`src/rtl/fifo_rd_ctrl.sv`:
```
// Read-side controller for the 2x10-entry, 8-bit FIFO.
// Owns the read pointer {lap, addr}, detects empty against the write pointer,
// fetches from the storage array and drives a registered valid/ready stage.
// Optional build macro FIFO_RD_LEVEL_EN: when defined, `level` reports the
// number of entries resident in storage; when undefined, `level` is tied to 0.
module fifo_rd_ctrl #(
    parameter int unsigned DATA_W = 8,
    parameter int unsigned DEPTH  = 20,
    parameter int unsigned ADDR_W = 5
) (
    input  logic              clk,
    input  logic              rst_n,
    input  logic [ADDR_W:0]   wr_ptr,
    input  logic              flush,
    output logic [ADDR_W-1:0] mem_raddr,
    input  logic [DATA_W-1:0] mem_rdata,
    output logic [ADDR_W:0]   rd_ptr,
    output logic              m_valid,
    input  logic              m_ready,
    output logic [DATA_W-1:0] m_data,
    output logic              empty,
    output logic [ADDR_W:0]   level
);

    localparam logic [ADDR_W-1:0] LAST_ADDR = ADDR_W'(DEPTH - 1);

    logic [ADDR_W:0]   rd_ptr_q, rd_ptr_d, rd_ptr_inc;
    logic              m_valid_q, m_valid_d;
    logic [DATA_W-1:0] m_data_q, m_data_d;
    logic              rd_lap;
    logic [ADDR_W-1:0] rd_addr;
    logic              load;

    assign rd_lap    = rd_ptr_q[ADDR_W];
    assign rd_addr   = rd_ptr_q[ADDR_W-1:0];
    assign mem_raddr = rd_addr;
    assign rd_ptr    = rd_ptr_q;
    assign m_valid   = m_valid_q;
    assign m_data    = m_data_q;
    assign empty     = (rd_ptr_q == wr_ptr);
    assign load      = !empty && (!m_valid_q || m_ready);

    // Pointer successor: the address wraps at DEPTH-1 and the lap bit toggles.
    always_comb begin
        if (rd_addr == LAST_ADDR) begin
            rd_ptr_inc = {~rd_lap, {ADDR_W{1'b0}}};
        end else begin
            rd_ptr_inc = {rd_lap, rd_addr + ADDR_W'(1)};
        end
    end

    // Output-stage next state: flush beats load, load beats a bare consume.
    always_comb begin
        rd_ptr_d  = rd_ptr_q;
        m_valid_d = m_valid_q;
        m_data_d  = m_data_q;
        if (flush) begin
            rd_ptr_d  = wr_ptr;
            m_valid_d = 1'b0;
        end else if (load) begin
            rd_ptr_d  = rd_ptr_inc;
            m_valid_d = 1'b1;
            m_data_d  = mem_rdata;
        end else if (m_valid_q && m_ready) begin
            m_valid_d = 1'b0;
        end
    end

    // State registers with asynchronous active-low clear.
    always_ff @(posedge clk or negedge rst_n) begin
        if (!rst_n) begin
            rd_ptr_q  <= '0;
            m_valid_q <= 1'b0;
            m_data_q  <= '0;
        end else begin
            rd_ptr_q  <= rd_ptr_d;
            m_valid_q <= m_valid_d;
            m_data_q  <= m_data_d;
        end
    end

`ifdef FIFO_RD_LEVEL_EN
    logic [ADDR_W:0] wr_addr_x, rd_addr_x;

    assign wr_addr_x = {1'b0, wr_ptr[ADDR_W-1:0]};
    assign rd_addr_x = {1'b0, rd_addr};

    // Occupancy: plain difference on the same lap, otherwise add one lap of DEPTH.
    always_comb begin
        if (wr_ptr[ADDR_W] == rd_lap) begin
            level = wr_addr_x - rd_addr_x;
        end else begin
            level = (ADDR_W + 1)'(DEPTH) - rd_addr_x + wr_addr_x;
        end
    end
`else
    assign level = '0;
`endif

endmodule

```
`config.mk`:
```
export PLATFORM = sky130hd
export DESIGN_NAME = fifo_rd_ctrl
export DESIGN_NICKNAME = d
export VERILOG_FILES = /design/src/rtl/fifo_rd_ctrl.sv
export SDC_FILE = /design/constraint.sdc
export NUM_CORES = 1
export LEC_CHECK = 0
export ABC_CLOCK_PERIOD_IN_PS = 4700
export BUFFER_PORTS_ARGS = -buffer_cell sky130_fd_sc_hd__buf_4
export CAP_MARGIN = 10
export CORE_UTILIZATION = 47
export DETAILED_ROUTE_END_ITERATION = 10
export PLACE_DENSITY = 0.81
export SYNTH_ARGS = -nofsm -noshare
export SYNTH_HDL_FRONTEND = slang
export SYNTH_SLANG_ARGS = --single-unit
```
`constraint.sdc`:
```
create_clock -name clk -period 4.7 [get_ports clk]
set_clock_uncertainty 0.1 [all_clocks]
set_input_delay 0.47 -clock clk [delete_from_list [all_inputs] [get_ports clk]]
set_output_delay 0.47 -clock clk [all_outputs]
set_load 0.02 [all_outputs]
```
==> results of run 1 <==
stage by stage:
stage	hold WS [ns]	instances	power, uW
6_report	0.305	144	391
5_1_grt	0.305	144	415
4_1_cts	0.300	144	395
3_5_place_dp	0.234	139	319
3_3_place_gp	0.233	139	316
2_1_floorplan	0.0744	89	267
cells in the mapped netlist (all sizes together) (2+ instances only):
cell     n
o21ai    4
inv      2
nand3    2
nand2    7
nand2b   3
mux2i    2
o31a     3
dfrtp   15
buf     12
nor2     4
xnor2    6
mux2     8
layout make-up:
cell class / instances / area (um2) / area share (%)
Tap cell: 25 / 31.3 / 2.68
Timing Repair Buffer: 39 / 295 / 25.3
Inverter: 2 / 7.51 / 0.644
Clock inverter: 1 / 5.00 / 0.429
Clock buffer: 3 / 22.5 / 1.93
Sequential cell: 15 / 375 / 32.2
Multi-Input combinational cell: 59 / 429 / 36.8
registers in the layout, summed over array words and instances (netlist names):
signal   flops
m_data       8
rd_ptr       6
m_valid      1
cell families after synthesis:
| kind of cell | after synthesis | synth area share [%] |
|---|---|---|
| AND/OR/NAND/NOR | 22 | 13.2 |
| flip-flops | 15 | 42.4 |
| buffers and inverters | 15 | 11.2 |
| AO/OA/AOI/OAI | 13 | 12.0 |
| multiplexers | 10 | 12.4 |
| XOR/XNOR | 7 | 6.93 |
| adder cells (fa/ha/maj) | 1 | 1.41 |
| other | 1 | 0.424 |
layer usage:
| layer | wire (um) | vias up |
|---|---|---|
| li1 | - | 350 |
| met1 | 718 | 334 |
| met2 | 868 | 34 |
| met3 | 119 | 4 |
| met4 | 21 | 0 |
| met5 | 0 | - |
power by group through the flow:
stage | Combinational (uW) | Sequential (uW) | Clock (uW)
floorplan | 79.5 | 188 | 0
global placement | 146 | 169 | 0
detailed placement | 149 | 170 | 0
CTS | 150 | 168 | 77.2
global route | 162 | 171 | 82.3
finish | 148 | 167 | 74.9
repair_timing:
item                                   4_1_cts  5_1_grt
endpoints found under the hold margin       15        0
hold buffers                                 1        0
gates resized for setup                      0        0
worst min-delay path: stages:
cell,delay (ns)
buf_4,0.09
nand2_1,0.04
o21ai_0,0.06
path summary, 6_finish.rpt:
path	end	cells past startpoint	start
setup / recovery	empty	4	rd_ptr[2]
hold / removal	rd_ptr[5]	3	wr_ptr[5]
setup reg to reg	m_data[0]	5	rd_ptr[3]
hold reg to reg	m_data[4]	1	m_data[4]
max in group asynchronous	rd_ptr[0]	2	rst_n
min in group asynchronous	m_valid	2	rst_n
==> reports/results.env, run 1 <==
OUTCOME='completed'
PART_OF_THE_YOSYS_AREA_USED_FOR_SEQUENTIAL_ELEMENTS_PCT=42.4
FMAX_GHz=0.450
WORST-PATH-BUF-INV=1
GRT_PASS1_VIAS=692
SYNTH.FF_LATCH_COUNT=15
FINAL.PERIOD_UTILIZATION_PCT=47.3
CRIT_PATH_START_KIND='register'
PORT-BUFFER-COUNT=38
DIEHEIGHT_UM=45.4
COMB_POWER_SHARE_PCT=38.0
POST_SYNTH.CELL_AREA_AVG_UM2=10.5
TIMING_MAX_TRANSITION_VIOLATIONS_FINAL=0
CTS_INSERTED_BUFFERS=3
POWER_PER_CELL_AREA_nW_PER_UM2=335
HP-CLASS='input port to register'
SYNTH_LARGEST_TYPE_AREA_FRACTION_PCT=42.4
SETUP_SLACK_REG_TO_REG_NS=2.74
SYNTHFLOPTYPE='dfrtp_1'
DETAIL_ROUTE.ITER0.VIOLATIONS=2
SYNTH_AREA_LEADER_CELL='dfrtp_1'
ROUTABILITYCONGESTION=0.832
IOS=45
ANTENNA_FOUND_INITIAL=0
CRIT_TYPE='register to primary output'
CORE_AREA_UM2=1750
STATIC-LEAKAGE-POWER_uW=0.000534
DETAIL_ROUTE.WL_PER_CELL_UM=12.0
MAX-CLOCK-PATH-BUFFERS=2
POWER_SWITCHING_SHARE_PCT=36.2
CLK_LATENCY_NS=0.29
FINISH.NET_COUNT=139
CTS.SINK_COUNT=15
DIE_AREA_UM2=2060
CP_SLOWEST_STAGE_DELAY_NS=0.50
LEADING_CELL_TYPE_IN_THE_LAYOUT_FILL_AND_TAPS_EXCLUDED='buf_4'
CRITICAL-PATH-TOP-DELAY-FAMILY='flip-flops'
POST_ROUTE_CORE_UTILIZATION_PCT=66.8
DESIGN_AREA_UM2=1170
DRV_CAP=0
DETAILEDPLACE.WORSTSLACK_NS=2.67
PATH_CLK_SLEW_NS=0.09
GRT_MOST_USED_LAYER='met2'
MAXIMUM_NUMBER_OF_PINS_ON_ONE_NET_BEFORE_GLOBAL_ROUTE_REPAIR=16
GRT_USE_MET2_PCT=34.0
GR-USAGE-ALL-LAYERS_PCT=19.6
POSTSYNTH.ASYNCRESETSHARE_PCT=100
CHIPWIDTH_UM=45.4
GRT_UTIL_MET1_PCT=22.3
CRITICAL_PATH_REQUIRED_NS=4.13
SETUP.WORST_PATH.END_CLASS='primary output'
GRT_PASS1_WL_UM=2840
GLOBALROUTEOVERFLOWTOTAL=0
AVGVIACOUNTPERCELL=5.01
FINAL_LAYOUT_SIZE_SUFFIX_GT1_SHARE_PCT=45.4
NETLIST_AREA_UM2=885
HPWLAFTERDP_UM=1330
CLOCK_TREE.ROOT_CELL='clkbuf_4'
TRITONCTS_CLOCK_TREE='done'
CP_SLOWEST_CELL='dfrtp_1'
POST_CTS_REPAIR_TIMING_SETUP_BUFFER_COUNT=0
SETUP_VIOLATIONS=0
LAYOUT_SETUP_WS_NS=2.48
AREA_GROWTH_SYNTH_TO_FINISH_PCT=31.8
SYNTH_AREA_LEADERS='dfrtp_1, mux2_2, buf_4'
GRTUSAGEMET3_PCT=4.76
START_UTIL_PCT=50.7
INTERNAL_POWER_uW=249
POST_SYNTH_INST_COUNT=84
RSZ_0062_RAISED_AFTER_GLOBAL_ROUTING='no'
FILLERS=158
CLOCK_NETWORK_FRACTION_OF_DESIGN_POWER_PCT=19.2
MOST-COMMON-LAYOUT-CELLS='buf_4, dfrtp_1, mux2_2'
FP-ROW-COUNT=15
CRIT_ARRIVAL_NS=1.65
FINAL-HOLD-VIOLATION-COUNT=0
REMAINING_DRC_ERRORS=0
CTS-HTREE-LEVELS=1
SETUP_TOTAL_NEGATIVE_SLACK_NS=0
CRIT_PATH_CELL_TRACE='xnor2_1 > nand2_1 > nor3_1 > buf_4'
TOTAL_SWITCHING_POWER_uW=141
POST_SYNTH_NUM_CELL_TYPES=31
DETAIL-ROUTE-ANTENNA-NETS=0
WORSTPATHMAXFANOUT=10
SEQUENTIALPOWERSHARE_PCT=42.8
VDD_IR_DROP_MAX_mV=0.225
YS.WARNINGS.COUNT=0
DRT_PRE_ANTENNA_ITERS=2
ROUTE.VIAS.TOTAL=722
ANTENNA_CELLS_INSERTED=0
FINALWORSTPATHREQUIREDPERIOD_NS=2.22
PLACED_AREA_UM2=1130
SYNTH_ENABLE_FLOP_CELLS=0
DETAILED_ROUTE_WIRE_LENGTH_UM=1730
Power figures use the tool's default switching activity.
==> run 2: changes to the inputs <==
==> config.mk (replaced) <==
export PLATFORM = sky130hd
export DESIGN_NAME = fifo_rd_ctrl
export DESIGN_NICKNAME = d
export VERILOG_FILES = /design/src/rtl/fifo_rd_ctrl.sv
export SDC_FILE = /design/constraint.sdc
export NUM_CORES = 1
export LEC_CHECK = 0
export ABC_CLOCK_PERIOD_IN_PS = 2100
export BUFFER_PORTS_ARGS = -buffer_cell sky130_fd_sc_hd__buf_4
export CAP_MARGIN = 10
export CORE_UTILIZATION = 44
export DETAILED_ROUTE_END_ITERATION = 10
export PLACE_DENSITY = 0.77
export SYNTH_ARGS = -nofsm -noshare
export SYNTH_HDL_FRONTEND = slang
export SYNTH_SLANG_ARGS = --single-unit
==> constraint.sdc (replaced) <==
create_clock -name clk -period 2.1 [get_ports clk]
set_clock_uncertainty 0.1 [all_clocks]
set_input_delay 0.21 -clock clk [delete_from_list [all_inputs] [get_ports clk]]
set_output_delay 0.21 -clock clk [all_outputs]
set_load 0.02 [all_outputs]
==> run 2 against run 1 <==
Register-to-register slack worse by 2.5 ns. Core utilization is 0.63 points lower. Clock power is 120% higher. Routed wire length is 4.2% higher. Sequential share of layout area is 0.71 points lower. Via count is 0.97% lower. Cell area is 2.3% higher. Total power is 130% higher. First-iteration DRC count grew to 8.0 times the previous value. Critical path depth is 1 higher. Final cell count is 2.1% higher. Largest power group is now combinational logic.
==> reports/results.env, run 2 (same netlist as run 1, synthesis figures left out) <==
OUTCOME='completed'
FILLERS=159  # +0.63%
CLK_LATENCY_NS=0.28  # about the same
TIMING_MAX_TRANSITION_VIOLATIONS_FINAL=0  # unchanged
CRIT_TYPE='register to register'
PATH_CLK_SLEW_NS=0.09  # about the same
PLACED_AREA_UM2=1160  # +2.4%
MULTI_INPUT_COMB_AREA_UM2=434  # +1.2%
REMAINING_DRC_ERRORS=0  # unchanged
SETUP_TOTAL_NEGATIVE_SLACK_NS=0  # unchanged
CTS_INSERTED_BUFFERS=3  # unchanged
ROUTE.VIAS.TOTAL=715  # -0.97%
TOTAL_MET3_WIRELENGTH_AFTER_DETAILED_ROUTING_UM=120  # +0.84%
RSZ_0062_RAISED_AFTER_GLOBAL_ROUTING='no'
TOTAL_SWITCHING_POWER_uW=318  # +120%
DESIGN_AREA_UM2=1190  # +2.3%
POST_ROUTE_CORE_UTILIZATION_PCT=66.2  # -0.63 points
POWER_PER_CELL_AREA_nW_PER_UM2=746  # +120%
START_UTIL_PCT=49.1  # -1.6 points
LAYOUT.AREA.SEQ_UM2=375  # unchanged
PLACED_CELLS=142  # +2.2%
STATIC-LEAKAGE-POWER_uW=0.000546  # +2.2%
INTERNAL_POWER_uW=572  # +130%
POWER_SWITCHING_SHARE_PCT=35.7  # -0.49 points
ROUTE.LAYER.MET1.WL_UM=755  # +5.2%
DETAIL_ROUTE.WL_PER_CELL_UM=12.2  # +2.0%
CORE_AREA_UM2=1800  # +3.2%
MAX-CLOCK-PATH-BUFFERS=2  # unchanged
FINAL-HOLD-VIOLATION-COUNT=0  # unchanged
TRITONCTS_CLOCK_TREE='done'
WL_MET2_UM=924  # +6.5%
SEQUENTIALPOWERSHARE_PCT=40.6  # -2.2 points
CRITICAL_PATH_REQUIRED_NS=2.17  # -1.96 ns
DR.MAX_LAYER_USED='met3'
CHIPWIDTH_UM=46.8  # +3.2%
ANTENNA_CELLS_INSERTED=0  # unchanged
FP-ROW-COUNT=15  # unchanged
FINAL_LAYOUT_SIZE_SUFFIX_GT1_SHARE_PCT=46.7  # +1.3 points
IOS=45  # unchanged
WORSTPATHMAXFANOUT=8  # -2
CTS-HTREE-LEVELS=1  # unchanged
CRIT_PATH_START_KIND='register'
HPWLAFTERDP_UM=1390  # +4.5%
CLOCK_NETWORK_FRACTION_OF_DESIGN_POWER_PCT=18.6  # -0.6 points
FINISH.NET_COUNT=142  # +2.2%
LEADING_CELL_TYPE_IN_THE_LAYOUT_FILL_AND_TAPS_EXCLUDED='buf_4'
CTS-RESIZED-GATES=0  # unchanged
LARGEST_REGISTER_FFS=8  # unchanged
CTS_HOLD_BUFFERS=1  # unchanged
CLOCK_TREE.ROOT_CELL='clkbuf_4'
FINALWORSTPATHREQUIREDPERIOD_NS=1.90
SETUP_VIOLATIONS=0  # unchanged
SETUP.WORST_PATH.END_CLASS='register'
DIE_AREA_UM2=2190  # +6.5%
CRIT_ARRIVAL_NS=1.97  # +0.32 ns
GRT_PASS1_WL_UM=2900  # +2.0%
DETAIL-ROUTE-ANTENNA-NETS=0  # unchanged
HP-CLASS='input port to register'
COMB_POWER_SHARE_PCT=40.9  # +2.9 points
AREA_GROWTH_SYNTH_TO_FINISH_PCT=34.8
FINAL.PERIOD_UTILIZATION_PCT=90.4
GR-USAGE-ALL-LAYERS_PCT=18.7  # -0.84 points
MAXIMUM_NUMBER_OF_PINS_ON_ONE_NET_BEFORE_GLOBAL_ROUTE_REPAIR=16  # unchanged
DRT_PRE_ANTENNA_ITERS=3  # +1
DETAILED_ROUTE_WIRE_LENGTH_UM=1800  # +4.2%
FINAL_CELL_COUNT_NO_FILL=147  # +2.1%
ROUTABILITYCONGESTION=0.824  # -1.0%
DETAIL_ROUTE.ITER0.VIOLATIONS=16  # +14
DRV_CAP=0  # unchanged
AVGVIACOUNTPERCELL=4.86  # -3.0%
VDD_IR_DROP_MAX_mV=0.502  # +120%
ANTENNA_FOUND_INITIAL=0  # unchanged
GRT_PASS1_VIAS=674  # -2.6%
DIEHEIGHT_UM=46.8  # +3.2%
POST_CTS_REPAIR_TIMING_SETUP_BUFFER_COUNT=0  # unchanged
PORT-BUFFER-COUNT=38  # unchanged
CTS.SINK_COUNT=15  # unchanged
MOST-COMMON-LAYOUT-CELLS='buf_4, dfrtp_1, mux2_2'
GLOBALROUTEOVERFLOWTOTAL=0  # unchanged
LAYOUT_SETUP_WS_NS=0.201  # -2.28 ns
FMAX_GHz=0.527
DETAILEDPLACE.WORSTSLACK_NS=0.211  # -2.46 ns
[run 2: per-layer routing]
layer	up-vias	track usage, %
li1	355	-
met1	328	21.4
met2	32	33.6
met3	0	4.62
met4	0	6.86
met5	-	0
[run 2: final timing paths]
check | startpoint | endpoint | slack (ns) | cells after the start
setup reg to reg | rd_ptr[0] | m_data[0] | 0.20 | 5
hold reg to reg | m_data[2] | m_data[2] | 0.42 | 1
max in group asynchronous | rst_n | m_data[3] | 1.51 | 2
setup / recovery | rd_ptr[0] | m_data[0] | 0.20 | 5
hold / removal | wr_ptr[5] | rd_ptr[5] | 0.05 | 3
min in group asynchronous | rst_n | m_data[2] | 0.22 | 2
[run 2: area by class of cell]
| cell class | count | share of cell area [%] |
|---|---|---|
| multi-input combinational | 59 | 36.4 |
| inverter | 2 | 0.630 |
| sequential | 15 | 31.5 |
| timing repair buffer | 42 | 26.7 |
| tap | 25 | 2.62 |
| clock buffer | 4 | 2.20 |
[run 2: critical path, stage by stage, from the launching register on]
cell     delay (ns)
dfrtp_1        0.46
xnor2_1        0.17
nand2_1        0.13
o31ai_4        0.45
nor2_2         0.18
mux2_2         0.30
[run 2: through the flow]
| step | total power (uW) | hold slack [ns] |
|---|---|---|
| detailed placement | 731 | -0.0201 |
| finish | 890 | 0.0501 |
| floorplan | 601 | -0.186 |
| global route | 946 | 0.0394 |
| CTS | 902 | 0.0448 |
| global placement | 721 | -0.0244 |
[run 2: power by group through the flow]
stage,Clock (uW),Combinational [uW],Sequential [uW]
floorplan,0,180,421
global placement,0,357,364
detailed placement,0,365,366
CTS,172,368,362
global route,182,396,368
finish,165,364,361
==> run 3: changes to the inputs <==
--- a/config.mk
+++ b/config.mk
@@ -5,12 +5,12 @@
 export SDC_FILE = /design/constraint.sdc
 export NUM_CORES = 1
 export LEC_CHECK = 0
-export ABC_CLOCK_PERIOD_IN_PS = 2100
 export BUFFER_PORTS_ARGS = -buffer_cell sky130_fd_sc_hd__buf_4
 export CAP_MARGIN = 10
 export CORE_UTILIZATION = 44
 export DETAILED_ROUTE_END_ITERATION = 10
 export PLACE_DENSITY = 0.77
+export REMOVE_ABC_BUFFERS = 1
 export SYNTH_ARGS = -nofsm -noshare
 export SYNTH_HDL_FRONTEND = slang
 export SYNTH_SLANG_ARGS = --single-unit
==> run 3 against run 2 <==
Core utilization down 0.69 points. Sequential share of layout area up 0.33 points. Critical path depth unchanged. Clock power down 4%. Die area unchanged. Flip-flop and latch count unchanged. Non-clock buffer count down 1. Hold slack better by 0.011 ns. First-iteration DRC count down 50%. Cell area down 1.0%. Critical path type unchanged. Largest power group is now sequential cells.
==> reports/results.env, run 3 (same netlist as run 1, synthesis figures left out) <==
AVGVIACOUNTPERCELL=4.88  # +0.26%
POWER_PER_CELL_AREA_nW_PER_UM2=739  # -0.95%
FINISH.NET_COUNT=141  # -0.70%
REMAINING_DRC_ERRORS=0  # unchanged
CRITICAL_PATH_REQUIRED_NS=2.16  # about the same
FINAL.PERIOD_UTILIZATION_PCT=94.0  # +3.6 points
WORSTPATHMAXFANOUT=9  # +1
HOLD_PATH_STARTPOINT='wr_ptr[0]'
LARGEST_REGISTER_FFS=8  # unchanged
ROUTE.VIAS.TOTAL=712  # -0.42%
DETAILED_ROUTE_WIRE_LENGTH_UM=1730  # -3.9%
CLOCK_TREE.ROOT_CELL='clkbuf_4'
WORSTREG2REGSTART='rd_ptr[3]'
DESIGN_AREA_UM2=1180  # -1.0%
ANTENNA_CELLS_INSERTED=0  # unchanged
SETUP_SLACK_REG_TO_REG_NS=0.13  # -0.08 ns
SETUP_TOTAL_NEGATIVE_SLACK_NS=0  # unchanged
RSZ_0062_RAISED_AFTER_GLOBAL_ROUTING='no'
REG2REG_DEPTH=5  # unchanged
ROUTABILITYCONGESTION=0.839  # +1.8%
CTS-RESIZED-GATES=0  # unchanged
CRIT_TYPE='register to register'
CHIPWIDTH_UM=46.8  # unchanged
POST_CTS_REPAIR_TIMING_SETUP_BUFFER_COUNT=0  # unchanged
MAX-CLOCK-PATH-BUFFERS=2  # unchanged
CORE_AREA_UM2=1800  # unchanged
HOLD-WORST-SLACK_NS=0.0610  # +0.0109 ns
DETAIL-ROUTE-ANTENNA-NETS=0  # unchanged
VDD_IR_DROP_MAX_mV=0.429  # -15%
DETAIL_ROUTE.WL_PER_CELL_UM=11.8  # -3.3%
STATIC-LEAKAGE-POWER_uW=0.000541  # -0.96%
CRIT_PATH_START_KIND='register'
MAX_SLEW_MARGIN_PCT=67.0
GLOBALROUTEOVERFLOWTOTAL=0  # unchanged
GR-USAGE-ALL-LAYERS_PCT=18.2  # -0.54 points
DIEHEIGHT_UM=46.8  # unchanged
CTS-HTREE-LEVELS=1  # unchanged
TRITONCTS_CLOCK_TREE='done'
START_UTIL_PCT=49.1  # unchanged
CTS_INSERTED_BUFFERS=3  # unchanged
SETUP.WORST_PATH.END_CLASS='register'
HPWLAFTERDP_UM=1330  # -4.0%
HOLDPATHSTAGES=3  # unchanged
TIMING_MAX_TRANSITION_VIOLATIONS_FINAL=0  # unchanged
FINAL-HOLD-VIOLATION-COUNT=0  # unchanged
ANTENNA_FOUND_INITIAL=0  # unchanged
CTS.SINK_COUNT=15  # unchanged
LEADING_CELL_TYPE_IN_THE_LAYOUT_FILL_AND_TAPS_EXCLUDED='buf_4'
FINALWORSTPATHREQUIREDPERIOD_NS=1.97  # +0.0752 ns
SETUP_VIOLATIONS=0  # unchanged
FMAX_GHz=0.507  # -3.8%
REGTOREGENDPOINT='m_data[2]'
PORT-BUFFER-COUNT=38  # unchanged
MAXIMUM_NUMBER_OF_PINS_ON_ONE_NET_BEFORE_GLOBAL_ROUTE_REPAIR=16  # unchanged
FP-ROW-COUNT=15  # unchanged
HP-CLASS='input port to register'
GRT_PASS1_VIAS=699  # +3.7%
AREA_GROWTH_SYNTH_TO_FINISH_PCT=33.4
DRT_PRE_ANTENNA_ITERS=2  # -1
CRIT_ARRIVAL_NS=2.04  # +0.07 ns
OUTCOME='completed'
FINAL_LAYOUT_SIZE_SUFFIX_GT1_SHARE_PCT=45.5  # -1.3 points
PLACED_AREA_UM2=1140  # -1.1%
MOST-COMMON-LAYOUT-CELLS='buf_4, dfrtp_1, mux2_2'
DETAIL_ROUTE.ITER0.VIOLATIONS=8  # -8
WHS_ENDPOINT='rd_ptr[0]'
GRT_PASS1_WL_UM=2890  # -0.24%
PATH_CLK_SLEW_NS=0.08  # about the same
DIE_AREA_UM2=2190  # unchanged
TIGHTESTPINTRANSITION_NS=0.483
CLK_LATENCY_NS=0.27  # about the same
IOS=45  # unchanged
DRV_CAP=0  # unchanged
==> run 3: changes by cell type in the layout (fill, tap and decap cells not counted), sizes merged <==
| cell | change |
|---|---|
| buf | -1 |
==> run 3: worst max path at each step <==
stage	start	endpoint	slack, ns
2_1_floorplan	rd_ptr[3]	rd_ptr[4]	-0.14
3_3_place_gp	rd_ptr[3]	m_data[7]	0.22
3_5_place_dp	rd_ptr[3]	m_data[2]	0.11
4_1_cts	rd_ptr[3]	empty	0.1
5_1_grt	rd_ptr[3]	empty	0.004
6_report	rd_ptr[3]	m_data[2]	0.13
==> run 3: worst max-delay path: stages (launching register included) <==
cell,delay (ns)
dfrtp_1,0.47
xnor2_1,0.21
nand2_1,0.14
o31ai_4,0.46
nor2_2,0.17
mux2_2,0.31
==> run 3: power by group <==
group          leakage [uW]  switching (uW)  internal (uW)
combinational      0.000350             183            165
sequential         0.000176            37.1            329
clock             0.0000150            84.3           73.5
total              0.000541             305            568
==> run 3: timing repair <==
item                                    4_1_cts  5_1_grt
endpoints found under the hold margin        15        0
hold buffers                                  1        0
endpoints found under the setup margin        0        0
==> run 3: layer usage <==
metal  GRT usage [%]  wire, um  vias up
met3            3.08        97        0
met2            34.2       886       29
met5               0         0        -
li1                -         -      349
met1            21.3       744      334
met4            4.57         0        0
==> run 3: per-stage QoR <==
| stage | util, % | power, uW | setup slack [ns] | instances |
|---|---|---|---|---|
| floorplan | - | 566 | -0.137 | 76 |
| global placement | 63.5 | 714 | 0.217 | 141 |
| detailed placement | 63.5 | 721 | 0.113 | 141 |
| CTS | 65.5 | 884 | 0.0962 | 146 |
| global route | 65.5 | 927 | 0.00430 | 146 |
| finish | 65.5 | 872 | 0.126 | 146 |
==> run 3: cell type report <==
type	count	area, um2
inverters	2	7.51
repair buffers	41	310
flip-flops and latches	15	375
well taps	25	31.3
fillers	159	622
multi-input cells	59	429
clock buffers	4	26.3
